<file path="config.mk">
export PLATFORM = sky130hd
export DESIGN_NAME = cpu_seq_fsm
export DESIGN_NICKNAME = d
export VERILOG_FILES = /design/src/rtl/cpu_pkg.sv /design/src/rtl/cpu_seq_fsm.sv
export SDC_FILE = /design/constraint.sdc
export NUM_CORES = 1
export LEC_CHECK = 0
export BUFFER_PORTS_ARGS = -buffer_cell sky130_fd_sc_hd__buf_2
export CELL_PAD_IN_SITES_DETAIL_PLACEMENT = 0
export CELL_PAD_IN_SITES_GLOBAL_PLACEMENT = 1
export CORE_MARGIN = 5
export CORE_UTILIZATION = 30
export CTS_BUF_LIST = sky130_fd_sc_hd__clkbuf_16
export CTS_CLUSTER_SIZE = 14
export DETAILED_ROUTE_END_ITERATION = 16
export GPL_ROUTABILITY_DRIVEN = 0
export PLACE_DENSITY = 0.84
export SLEW_MARGIN = 15
export SYNTH_ARGS = -nofsm -noshare
export SYNTH_HDL_FRONTEND = slang
export SYNTH_SLANG_ARGS = --single-unit
</file>
<file path="constraint.sdc">
create_clock -name clk -period 2.6 [get_ports clk]
set_input_delay 0.65 -clock clk [delete_from_list [all_inputs] [get_ports clk]]
set_output_delay 0.65 -clock clk [all_outputs]
set_load 0.02 [all_outputs]
</file>
<file path="src/rtl/cpu_pkg.sv">
// rtl/cpu_pkg.sv - encodings shared by the CPU sequencer and its neighbours
package cpu_pkg;

  typedef logic [2:0] state_t;

  localparam state_t S_WAIT   = 3'd0;
  localparam state_t S_DECODE = 3'd1;
  localparam state_t S_GETA   = 3'd2;
  localparam state_t S_GETB   = 3'd3;
  localparam state_t S_EXEC   = 3'd4;
  localparam state_t S_WRREG  = 3'd5;
  localparam state_t S_WRIMM  = 3'd6;

  localparam logic [2:0] OPC_MOV = 3'b110;
  localparam logic [2:0] OPC_ALU = 3'b101;

  localparam logic [1:0] OP_ADD = 2'b00;
  localparam logic [1:0] OP_CMP = 2'b01;
  localparam logic [1:0] OP_AND = 2'b10;
  localparam logic [1:0] OP_MVN = 2'b11;
  localparam logic [1:0] OP_MOV_IMM = 2'b10;
  localparam logic [1:0] OP_MOV_REG = 2'b00;

  localparam logic [2:0] NSEL_NONE = 3'b000;
  localparam logic [2:0] NSEL_RM   = 3'b001;
  localparam logic [2:0] NSEL_RD   = 3'b010;
  localparam logic [2:0] NSEL_RN   = 3'b100;

  localparam logic [3:0] VSEL_C     = 4'b0001;
  localparam logic [3:0] VSEL_PC    = 4'b0010;
  localparam logic [3:0] VSEL_IMM8  = 4'b0100;
  localparam logic [3:0] VSEL_MDATA = 4'b1000;

endpackage

</file>
<file path="src/rtl/cpu_seq_fsm.sv">
// rtl/cpu_seq_fsm.sv - Moore sequencer driving the register file, A/B/C, ALU and status
module cpu_seq_fsm
  import cpu_pkg::*;
(
  input  logic       clk,
  input  logic       reset,
  input  logic       s,
  input  logic [2:0] opcode,
  input  logic [1:0] op,
  output logic       w,
  output logic [2:0] nsel,
  output logic       loada,
  output logic       loadb,
  output logic       loadc,
  output logic       loads,
  output logic       write,
  output logic       asel,
  output logic       bsel,
  output logic [3:0] vsel
);

  state_t     state;
  state_t     state_nxt;
  logic [4:0] instr_q;

  logic is_mov_imm, is_mov_reg, is_add, is_cmp, is_and, is_mvn;

  assign is_mov_imm = (instr_q == {OPC_MOV, OP_MOV_IMM});
  assign is_mov_reg = (instr_q == {OPC_MOV, OP_MOV_REG});
  assign is_add     = (instr_q == {OPC_ALU, OP_ADD});
  assign is_cmp     = (instr_q == {OPC_ALU, OP_CMP});
  assign is_and     = (instr_q == {OPC_ALU, OP_AND});
  assign is_mvn     = (instr_q == {OPC_ALU, OP_MVN});

  // The instruction is captured only on the start edge so decoder changes mid-run are ignored.
  always_ff @(posedge clk) begin
    if (reset) begin
      state   <= S_WAIT;
      instr_q <= 5'b00000;
    end else begin
      state <= state_nxt;
      if (state == S_WAIT && s) begin
        instr_q <= {opcode, op};
      end
    end
  end

  always_comb begin
    state_nxt = state;
    case (state)
      S_WAIT: begin
        if (s) state_nxt = S_DECODE;
      end
      S_DECODE: begin
        if (is_mov_imm)                  state_nxt = S_WRIMM;
        else if (is_mov_reg || is_mvn)   state_nxt = S_GETB;
        else if (is_add || is_cmp || is_and) state_nxt = S_GETA;
        else                             state_nxt = S_WAIT;
      end
      S_GETA:  state_nxt = S_GETB;
      S_GETB:  state_nxt = S_EXEC;
      S_EXEC:  state_nxt = is_cmp ? S_WAIT : S_WRREG;
      S_WRREG: state_nxt = S_WAIT;
      S_WRIMM: state_nxt = S_WAIT;
      default: state_nxt = S_WAIT;
    endcase
  end

  always_comb begin
    w     = 1'b0;
    nsel  = NSEL_NONE;
    loada = 1'b0;
    loadb = 1'b0;
    loadc = 1'b0;
    loads = 1'b0;
    write = 1'b0;
    asel  = 1'b0;
    bsel  = 1'b0;
    vsel  = VSEL_C;
    case (state)
      S_WAIT: w = 1'b1;
      S_GETA: begin
        nsel  = NSEL_RN;
        loada = 1'b1;
      end
      S_GETB: begin
        nsel  = NSEL_RM;
        loadb = 1'b1;
      end
      S_EXEC: begin
        // Single-operand ops feed 0 on A so the ALU passes the shifted B through.
        asel  = is_mov_reg || is_mvn;
        loads = is_cmp;
        loadc = !is_cmp;
      end
      S_WRREG: begin
        nsel  = NSEL_RD;
        vsel  = VSEL_C;
        write = 1'b1;
      end
      S_WRIMM: begin
        nsel  = NSEL_RN;
        vsel  = VSEL_IMM8;
        write = 1'b1;
      end
      default: ;
    endcase
  end

endmodule

</file>
**Yosys cells after proc, flatten, opt, wreduce, memory -nomap -nowiden**

Cells that the tools add are included.
Widths: inputs -> output; s select.

- Equality and inequality tests: 13
- Multiplexer cells: 15
- Reductions and logical operators: 8

Operators with widths:

| operator | number |
|---|---|
| $eq 5x5->1 const B | 6 |
| $pmux 3 s5 | 1 |
| $mux 3 | 4 |
| $eq 3x3->1 const B | 3 |
| $pmux 3 s3 | 1 |
| $mux 1 | 7 |
| $eq 3x2->1 const B | 2 |
| $mux 2 | 2 |
| $reduce_or 2->1 | 2 |
| $eq 3x1->1 const B | 1 |
| $logic_not 3->1 | 1 |
| $logic_or 1x1->1 | 3 |
| $ne 2x2->1 const B | 1 |
| $logic_and 1x1->1 | 1 |
| $logic_not 1->1 | 1 |

- Flip-flop bits (word level): 8
- Bits of input ports: 8
- Output and inout port bits: 15
- Word-level logic and storage cells: 38

**Depth between registers and ports, before layout**

Gate-level depths: netlist of the first run.

- Depth in word-level cells: 7
- Gate-level depth with buffers: 6

**Worst setup path after synthesis of the first run**

Ideal clock, no wire load.

- Path type: register to output
- From: reg state[1]
- To: out vsel[2]
- Arrival: 1395 ps
- Data required time: 1950 ps
- Setup slack: 555 ps
- Stages on the path, launching flop included: 5
- Path buffers: 1
- Path through: dfxtp_1 buf_4 nor2b_1 nand2_1 inv_1

- Word-level cells in the longest chain between the ends: 2

RTL lines:

| element | RTL line | RTL |
|---|---|---|
| start: declaration | cpu_seq_fsm.sv:22 | `state_t state;` |
| start signal: assignment | cpu_seq_fsm.sv:41 | `state <= state_nxt;` |
| $eq 3x3->1 | cpu_seq_fsm.sv:80 | `case (state)` |
| $mux 3 | cpu_seq_fsm.sv:80 |  |
| end: declaration | cpu_seq_fsm.sv:19 | `output logic [3:0] vsel` |

No other way between the ends.

**Worst setup path in the final report of the first run**

- From: reg state[1]
- To: out loada

- Word-level cells in the longest chain between the ends: 2

RTL lines:

| element | RTL line | RTL |
|---|---|---|
| $eq 3x2->1 | cpu_seq_fsm.sv:80 |  |
| $mux 1 | cpu_seq_fsm.sv:80 |  |
| end: declaration | cpu_seq_fsm.sv:12 | `output logic loada,` |

No other way between the ends.

==> results.sh, run 1 <==
export IMPL_drtIter0Drc=2
export IMPL_rsz0062_at_grt="false"
export IMPL_grtUsageTotal_pct=9.369
export IMPL_ioPinCount=23
export IMPL_ys_types=24
export IMPL_fin_util_pct=39.33
export IMPL_final_common_cell="buf_2"
export IMPL_netlist_area_um2=523.0
export IMPL_clockBufferDepth=2
export IMPL_die_area_um2=2679
export IMPL_hold_end="instr_q[0]$_SDFFE_PP0P_"
export IMPL_nets=90
export IMPL_worstSetupEndpointType="output port"
export IMPL_cp_max_fo=10
export IMPL_clkTransAtPathRegs_ns=0.04
export IMPL_p_sw_share_pct=21.48
export IMPL_rr_worst_depth=4
export IMPL_maxCapViolations=0
export IMPL_powerDensity_nw_per_um2=668.3
export IMPL_min_path_type="flip-flop to flip-flop"
export IMPL_globalRouteMet3Util_pct=5.444
export IMPL_worstSetupPathType="flip-flop to output port"
export IMPL_postRouteAntennaNets=0
export IMPL_first_pass_iters=2
export IMPL_power_frac_comb_pct=9.7
export IMPL_cts_tree="yes"
export IMPL_finalClockSkew_ns=0.005397
export IMPL_dpl_hpwl_um=822.1
export IMPL_clockPowerShare_pct=59.0
export IMPL_avgSynthCellArea_um2=8.302
export IMPL_cts_buffers=3
export IMPL_ctsResizeCount=0
export IMPL_placementRows=15
export IMPL_h_tree_depth=1
export IMPL_tns_ns=0
export IMPL_min_delay_start="instr_q[0]$_SDFFE_PP0P_"
export IMPL_core_um2=1689
export IMPL_cts_setup_buffers=0
export IMPL_grt_pass1_wl_um=1780
export IMPL_grt_met1_usage_pct=11.52
export IMPL_cts_root_buf="clkbuf_16"
export IMPL_start_util_pct=30.96
export IMPL_wl_per_cell_um=11.06
export IMPL_fmaxAchievable_mhz=487.0
export IMPL_drv_slew=0
export IMPL_setup_violations_final=0
export IMPL_antenna_found_initial=0
export IMPL_critPathLaunchType="flip-flop"
export IMPL_port_buffers=19
export IMPL_whs_ns=0.5456
export IMPL_die_x_um=51.76
export IMPL_hold_viol=0
export IMPL_gr_max_usage_layer="met2"
export IMPL_grt_max_degree=15
export IMPL_r2r_start="state[2]$_SDFFE_PP0P_"
export IMPL_dieHeight_um=51.76
export IMPL_ir_drop_v=0.0004694
export IMPL_cts_sinks=8
export IMPL_drt_total_wl_um=1073
export IMPL_fin_crit_ns=2.053
export IMPL_seq_power_share_pct=31.3
export IMPL_area_growth_pct=27.03
export IMPL_internal_power_w=0.0003486
export IMPL_num_antenna_cells=0
export IMPL_vias_per_cell=4.794
export IMPL_rr_endpoint="instr_q[4]$_SDFFE_PP0P_"
export IMPL_yosysSeqAreaShare_pct=30.62
export IMPL_fin_crit_sh_pct=78.98
export IMPL_ys_ff_latch=8
export IMPL_dp_slack_ns=0.7905
export IMPL_clk_latency_ns=0.23
export IMPL_overflow=0
export IMPL_grt_util_met2_pct=13.14
export IMPL_required_ns=1.95
export IMPL_vias=465
export IMPL_netlist_instances=63
export IMPL_p_leak_nw=0.3225
export IMPL_setup_slack_ns=0.5465
export IMPL_fillers=185
export IMPL_outcome="completed"
export IMPL_cp_arrival_ns=1.40
export IMPL_ff2ff_setup_slack_ns=1.20
export IMPL_hold_buffers=0
export IMPL_ys_warn_count=0
export IMPL_holdPathStages=2
export IMPL_drive_gt1_share_pct=30.00
export IMPL_power_switching_w=0.00009538
export IMPL_grt_pass1_vias=402
export IMPL_drc=0
export IMPL_mostFrequentLayoutCells="buf_2, nor2_1, dfxtp_1"
==> power groups by stage <==
stage	combinational, W	sequential (W)	clock (W)
final	0.0000432	0.000139	0.000262
after global routing	0.0000481	0.000140	0.000276
after CTS	0.0000434	0.000139	0.000267
after detailed placement	0.0000429	0.000141	0
after global placement	0.0000424	0.000141	0
after floorplan	0.0000434	0.000136	0
==> metrics by stage <==
step	instance area, um2	cells	power [W]
detailed placement	589.3	94	0.0001840
finish	664.4	97	0.0004440
global placement	589.3	94	0.0001831
CTS	664.4	97	0.0004492
global route	664.4	97	0.0004645
floorplan	530.5	65	0.0001795
==> cells in the mapped netlist <==
cell / n / share of area, %
mux2i_1: 4 / 7.7
a31oi_1: 2 / 2.4
nor3b_2: 1 / 2.4
nand2_1: 3 / 2.2
o21a_1: 2 / 2.9
a21o_1: 1 / 1.4
buf_4: 4 / 5.7
nor3_1: 3 / 2.9
and3b_1: 2 / 3.3
buf_2: 1 / 0.96
nor2b_1: 7 / 8.4
o2bb2a_1: 1 / 1.9
nor3_4: 1 / 3.1
and2_1: 2 / 2.4
conb_1: 1 / 0.72
a21oi_1: 2 / 1.9
o31a_1: 1 / 1.7
inv_1: 2 / 1.4
dfxtp_1: 8 / 31
nand3b_1: 1 / 1.4
nor3b_1: 1 / 1.4
nor2_1: 9 / 6.5
buf_6: 2 / 4.3
nor4_1: 2 / 2.4
==> registers in the layout, indices dropped and copies added (netlist names) <==
signal / count
state: 3
instr_q: 5
==> critical path, stage by stage, from the launching register on <==
cell	delay [ns]
dfxtp_1	0.51
nor2b_1	0.32
nor2b_1	0.16
buf_2	0.17
==> cells by family (layout without fill, tap and decap cells) <==
family	after synthesis	after routing	synth area share (%)
other	1	3	0.7170
DFF	8	8	30.62
AOI/OAI and AO/OA	9	9	12.20
buffers and inverters	9	24	12.44
muxes	4	4	7.656
and+or+nand+nor	32	32	36.36
==> cell type report <==
cell class / count / area, um2 / area share, %
inverter: 2 / 7.507 / 1.130
clock buffer: 3 / 75.07 / 11.30
sequential: 8 / 160.2 / 24.11
timing repair buffer: 19 / 95.09 / 14.31
multi-input combinational: 48 / 305.3 / 45.95
tap: 17 / 21.27 / 3.202
==> how the worst max path moves through the flow <==
stage / cells past startpoint / endpoint / from / slack (ns)
finish: 3 / loada / state[1]$_SDFFE_PP0P_ / 0.55
global route: 4 / vsel[2] / state[1]$_SDFFE_PP0P_ / 0.41
CTS: 3 / loada / state[1]$_SDFFE_PP0P_ / 0.54
detailed placement: 3 / loada / state[1]$_SDFFE_PP0P_ / 0.79
global placement: 3 / loada / state[1]$_SDFFE_PP0P_ / 0.85
floorplan: 4 / vsel[2] / state[1]$_SDFFE_PP0P_ / 0.56
==> metal layers <==
layer  part of all wire [%]  vias to the layer above
li1                       -                      245
met1                     44                      199
met2                     42                       19
met3                     12                        2
met4                    1.2                        0
met5                      0                        -
No activity file was read; power rests on OpenSTA's default activity.
==> inputs of run 2 (changes only) <==
--- a/config.mk
+++ b/config.mk
@@ -5,16 +5,17 @@
 export SDC_FILE = /design/constraint.sdc
 export NUM_CORES = 1
 export LEC_CHECK = 0
+export ABC_AREA = 1
 export BUFFER_PORTS_ARGS = -buffer_cell sky130_fd_sc_hd__buf_2
 export CELL_PAD_IN_SITES_DETAIL_PLACEMENT = 0
 export CELL_PAD_IN_SITES_GLOBAL_PLACEMENT = 1
 export CORE_MARGIN = 5
-export CORE_UTILIZATION = 30
+export CORE_UTILIZATION = 29
 export CTS_BUF_LIST = sky130_fd_sc_hd__clkbuf_16
 export CTS_CLUSTER_SIZE = 14
 export DETAILED_ROUTE_END_ITERATION = 16
 export GPL_ROUTABILITY_DRIVEN = 0
-export PLACE_DENSITY = 0.84
+export PLACE_DENSITY = 0.85
 export SLEW_MARGIN = 15
 export SYNTH_ARGS = -nofsm -noshare
 export SYNTH_HDL_FRONTEND = slang
==> constraint.sdc (replaced) <==
create_clock -name clk -period 2.01 [get_ports clk]
set_input_delay 0.5025 -clock clk [delete_from_list [all_inputs] [get_ports clk]]
set_output_delay 0.5025 -clock clk [all_outputs]
set_load 0.02 [all_outputs]
==> run 2 against run 1 <==
Worst setup slack lost 0.29 ns. Clock power grew 25%. Critical path depth is the same. Largest cell class unchanged. Power grew 31%. Sequential power grew 30%. First-iteration DRC count grew to 3.5 times the previous value. Register-to-register slack lost 0.29 ns. Sequential cell count is the same. Clock-buffer cell count is the same. Global-route usage is essentially flat. Highest routed layer unchanged. Die area grew 4.2%. Utilization grew 2.3 points.
==> results.sh, run 2 <==
export IMPL_synth_edff_count=0
export IMPL_rsz0062_at_grt="false"
export IMPL_cp_arrival_ns=1.25
export IMPL_cts_root_buf="clkbuf_16"
export IMPL_ioPinCount=23
export IMPL_fmaxAchievable_mhz=569.5
export IMPL_grt_max_degree=9
export IMPL_yosys_area_share_simple_pct=40.94
export IMPL_synth_flop_cell="dfxtp_1"
export IMPL_critPathLaunchType="flip-flop"
export IMPL_p_leak_nw=0.4077
export IMPL_maxCapViolations=0
export IMPL_cts_buffers=3
export IMPL_port_buffers=19
export IMPL_yosysSeqAreaShare_pct=30.12
export IMPL_drv_slew=0
export IMPL_dpl_hpwl_um=965.3
export IMPL_required_ns=1.51
export IMPL_setup_violations_final=0
export IMPL_final_common_cell="buf_2"
export IMPL_drc=0
export IMPL_worstSetupPathType="flip-flop to output port"
export IMPL_tns_ns=0
export IMPL_fin_crit_sh_pct=87.36
export IMPL_min_delay_start="reset"
export IMPL_netlist_area_um2=531.8
export IMPL_vias_per_cell=4.295
export IMPL_avgSynthCellArea_um2=6.407
export IMPL_synth_top_area_share_pct=30.12
export IMPL_grt_pass1_wl_um=1959
export IMPL_clk_latency_ns=0.23
export IMPL_wl_per_cell_um=9.209
export IMPL_drt_total_wl_um=1188
export IMPL_ys_ff_latch=8
export IMPL_die_x_um=52.82
export IMPL_clkTransAtPathRegs_ns=0.04
export IMPL_ctsResizeCount=0
export IMPL_synth_fa_ha_area_share_pct=0
export IMPL_grtUsageTotal_pct=9.384
export IMPL_min_path_type="primary input to flip-flop"
export IMPL_crit_path_start="state[2]$_SDFFE_PP0P_"
export IMPL_cts_sinks=8
export IMPL_synth_compound_area_share_pct=12.71
export IMPL_fin_crit_ns=1.756
export IMPL_cts_tree="yes"
export IMPL_dieHeight_um=52.82
export IMPL_worstSetupEndpointType="output port"
export IMPL_rr_worst_depth=6
export IMPL_vias=554
export IMPL_powerDensity_nw_per_um2=806.9
export IMPL_ys_warn_count=0
export IMPL_drive_gt1_share_pct=32.69
export IMPL_netlist_instances=83
export IMPL_reg_largest_list="instr_q (5), state (3)"
export IMPL_finalClockSkew_ns=0.001326
export IMPL_outcome="completed"
export IMPL_die_area_um2=2790
export IMPL_synth_most_common_cell="nand2_1"
export IMPL_first_pass_iters=4
export IMPL_h_tree_depth=1
export IMPL_hold_end="instr_q[2]$_SDFFE_PP0P_"
export IMPL_cp_max_fo=7
export IMPL_synthMuxAreaShare_pct=0
export IMPL_ir_drop_v=0.0003656
export IMPL_yosys_area_share_xor_xnor_pct=0
export IMPL_drtIter0Drc=7
export IMPL_core_um2=1727
export IMPL_overflow=0
export IMPL_ff2ff_setup_slack_ns=0.91
export IMPL_async_flop_share_pct=0
export IMPL_mostFrequentLayoutCells="buf_2, nand2_1, inv_1"
export IMPL_clockBufferDepth=2
export IMPL_rr_endpoint="instr_q[0]$_SDFFE_PP0P_"
export IMPL_start_util_pct=30.80
export IMPL_synth_top_family_by_area="simple AND/OR/NAND/NOR gates"
export IMPL_yosys_area_top_type="dfxtp_1"
export IMPL_regMostFlops="instr_q"
export IMPL_hold_viol=0
export IMPL_hold_buffers=0
export IMPL_synth_area_leaders="dfxtp_1, nand2_1, inv_1"
export IMPL_synth_commonest_cells="nand2_1, inv_1, dfxtp_1, nand3_1, nor2_1"
export IMPL_ys_types=19
export IMPL_fin_util_pct=41.59
export IMPL_postRouteAntennaNets=0
export IMPL_area_growth_pct=35.06
export IMPL_placementRows=15
export IMPL_antenna_found_initial=0
export IMPL_largest_reg_flops=5
export IMPL_nets=114
export IMPL_num_antenna_cells=0
export IMPL_cts_setup_buffers=0
export IMPL_r2r_start="state[0]$_SDFFE_PP0P_"
export IMPL_holdPathStages=2
export IMPL_power_total_w=0.0005795
export IMPL_grt_pass1_vias=519
[run 2: final cells by class]
cell class / instances / area (um2)
Clock buffer: 3 / 75.07
Tap cell: 25 / 31.28
Timing Repair Buffer: 19 / 95.09
Multi-Input combinational cell: 58 / 296.5
Fill cell: 192 / 1008
Inverter: 16 / 60.06
Sequential cell: 8 / 160.2
[run 2: per-stage QoR]
stage               std cells  cell area (um2)  setup WS [ns]  hold slack [ns]
floorplan                  85            539.3         0.2101           0.4461
global placement          126            643.1         0.5003           0.4613
detailed placement        126            643.1         0.5060           0.4654
CTS                       129            718.2         0.2588           0.4688
global route              129            718.2         0.1741           0.4839
finish                    129            718.2         0.2541           0.4658
[run 2: worst max path at each step]
stage / end / slack, ns / cells after the start
after global placement: loadc / 0.50 / 3
final: loadc / 0.25 / 3
after floorplan: vsel[2] / 0.21 / 4
after global routing: write / 0.17 / 3
after detailed placement: loadc / 0.51 / 3
after CTS: loadc / 0.26 / 3
[run 2: per-layer routing]
metal	wire (um)	global-route usage [%]
met5	0	0
met3	47	0.8547
met4	37	7.660
met2	541	15.91
met1	561	10.46
[run 2: critical path, cell delays in order, from the launching register on]
cell	delay, ns
dfxtp_1	0.55
nand3_4	0.13
a21oi_2	0.15
buf_2	0.19
[run 2: report_power, final]
| group | internal, W | switching [W] | leakage [nW] | total (W) |
|---|---|---|---|---|
| clock network | 0.000256 | 0.0000713 | 0.0370 | 0.000327 |
| registers | 0.000170 | 0.0000103 | 0.0658 | 0.000181 |
| logic | 0.0000239 | 0.0000479 | 0.305 | 0.0000718 |
[run 2: logic make-up after synthesis]
logic type             Yosys count
AND/OR/NAND/NOR                 43
buffers and inverters           19
AO/OA/AOI/OAI                   12
flip-flops                       8
other                            1
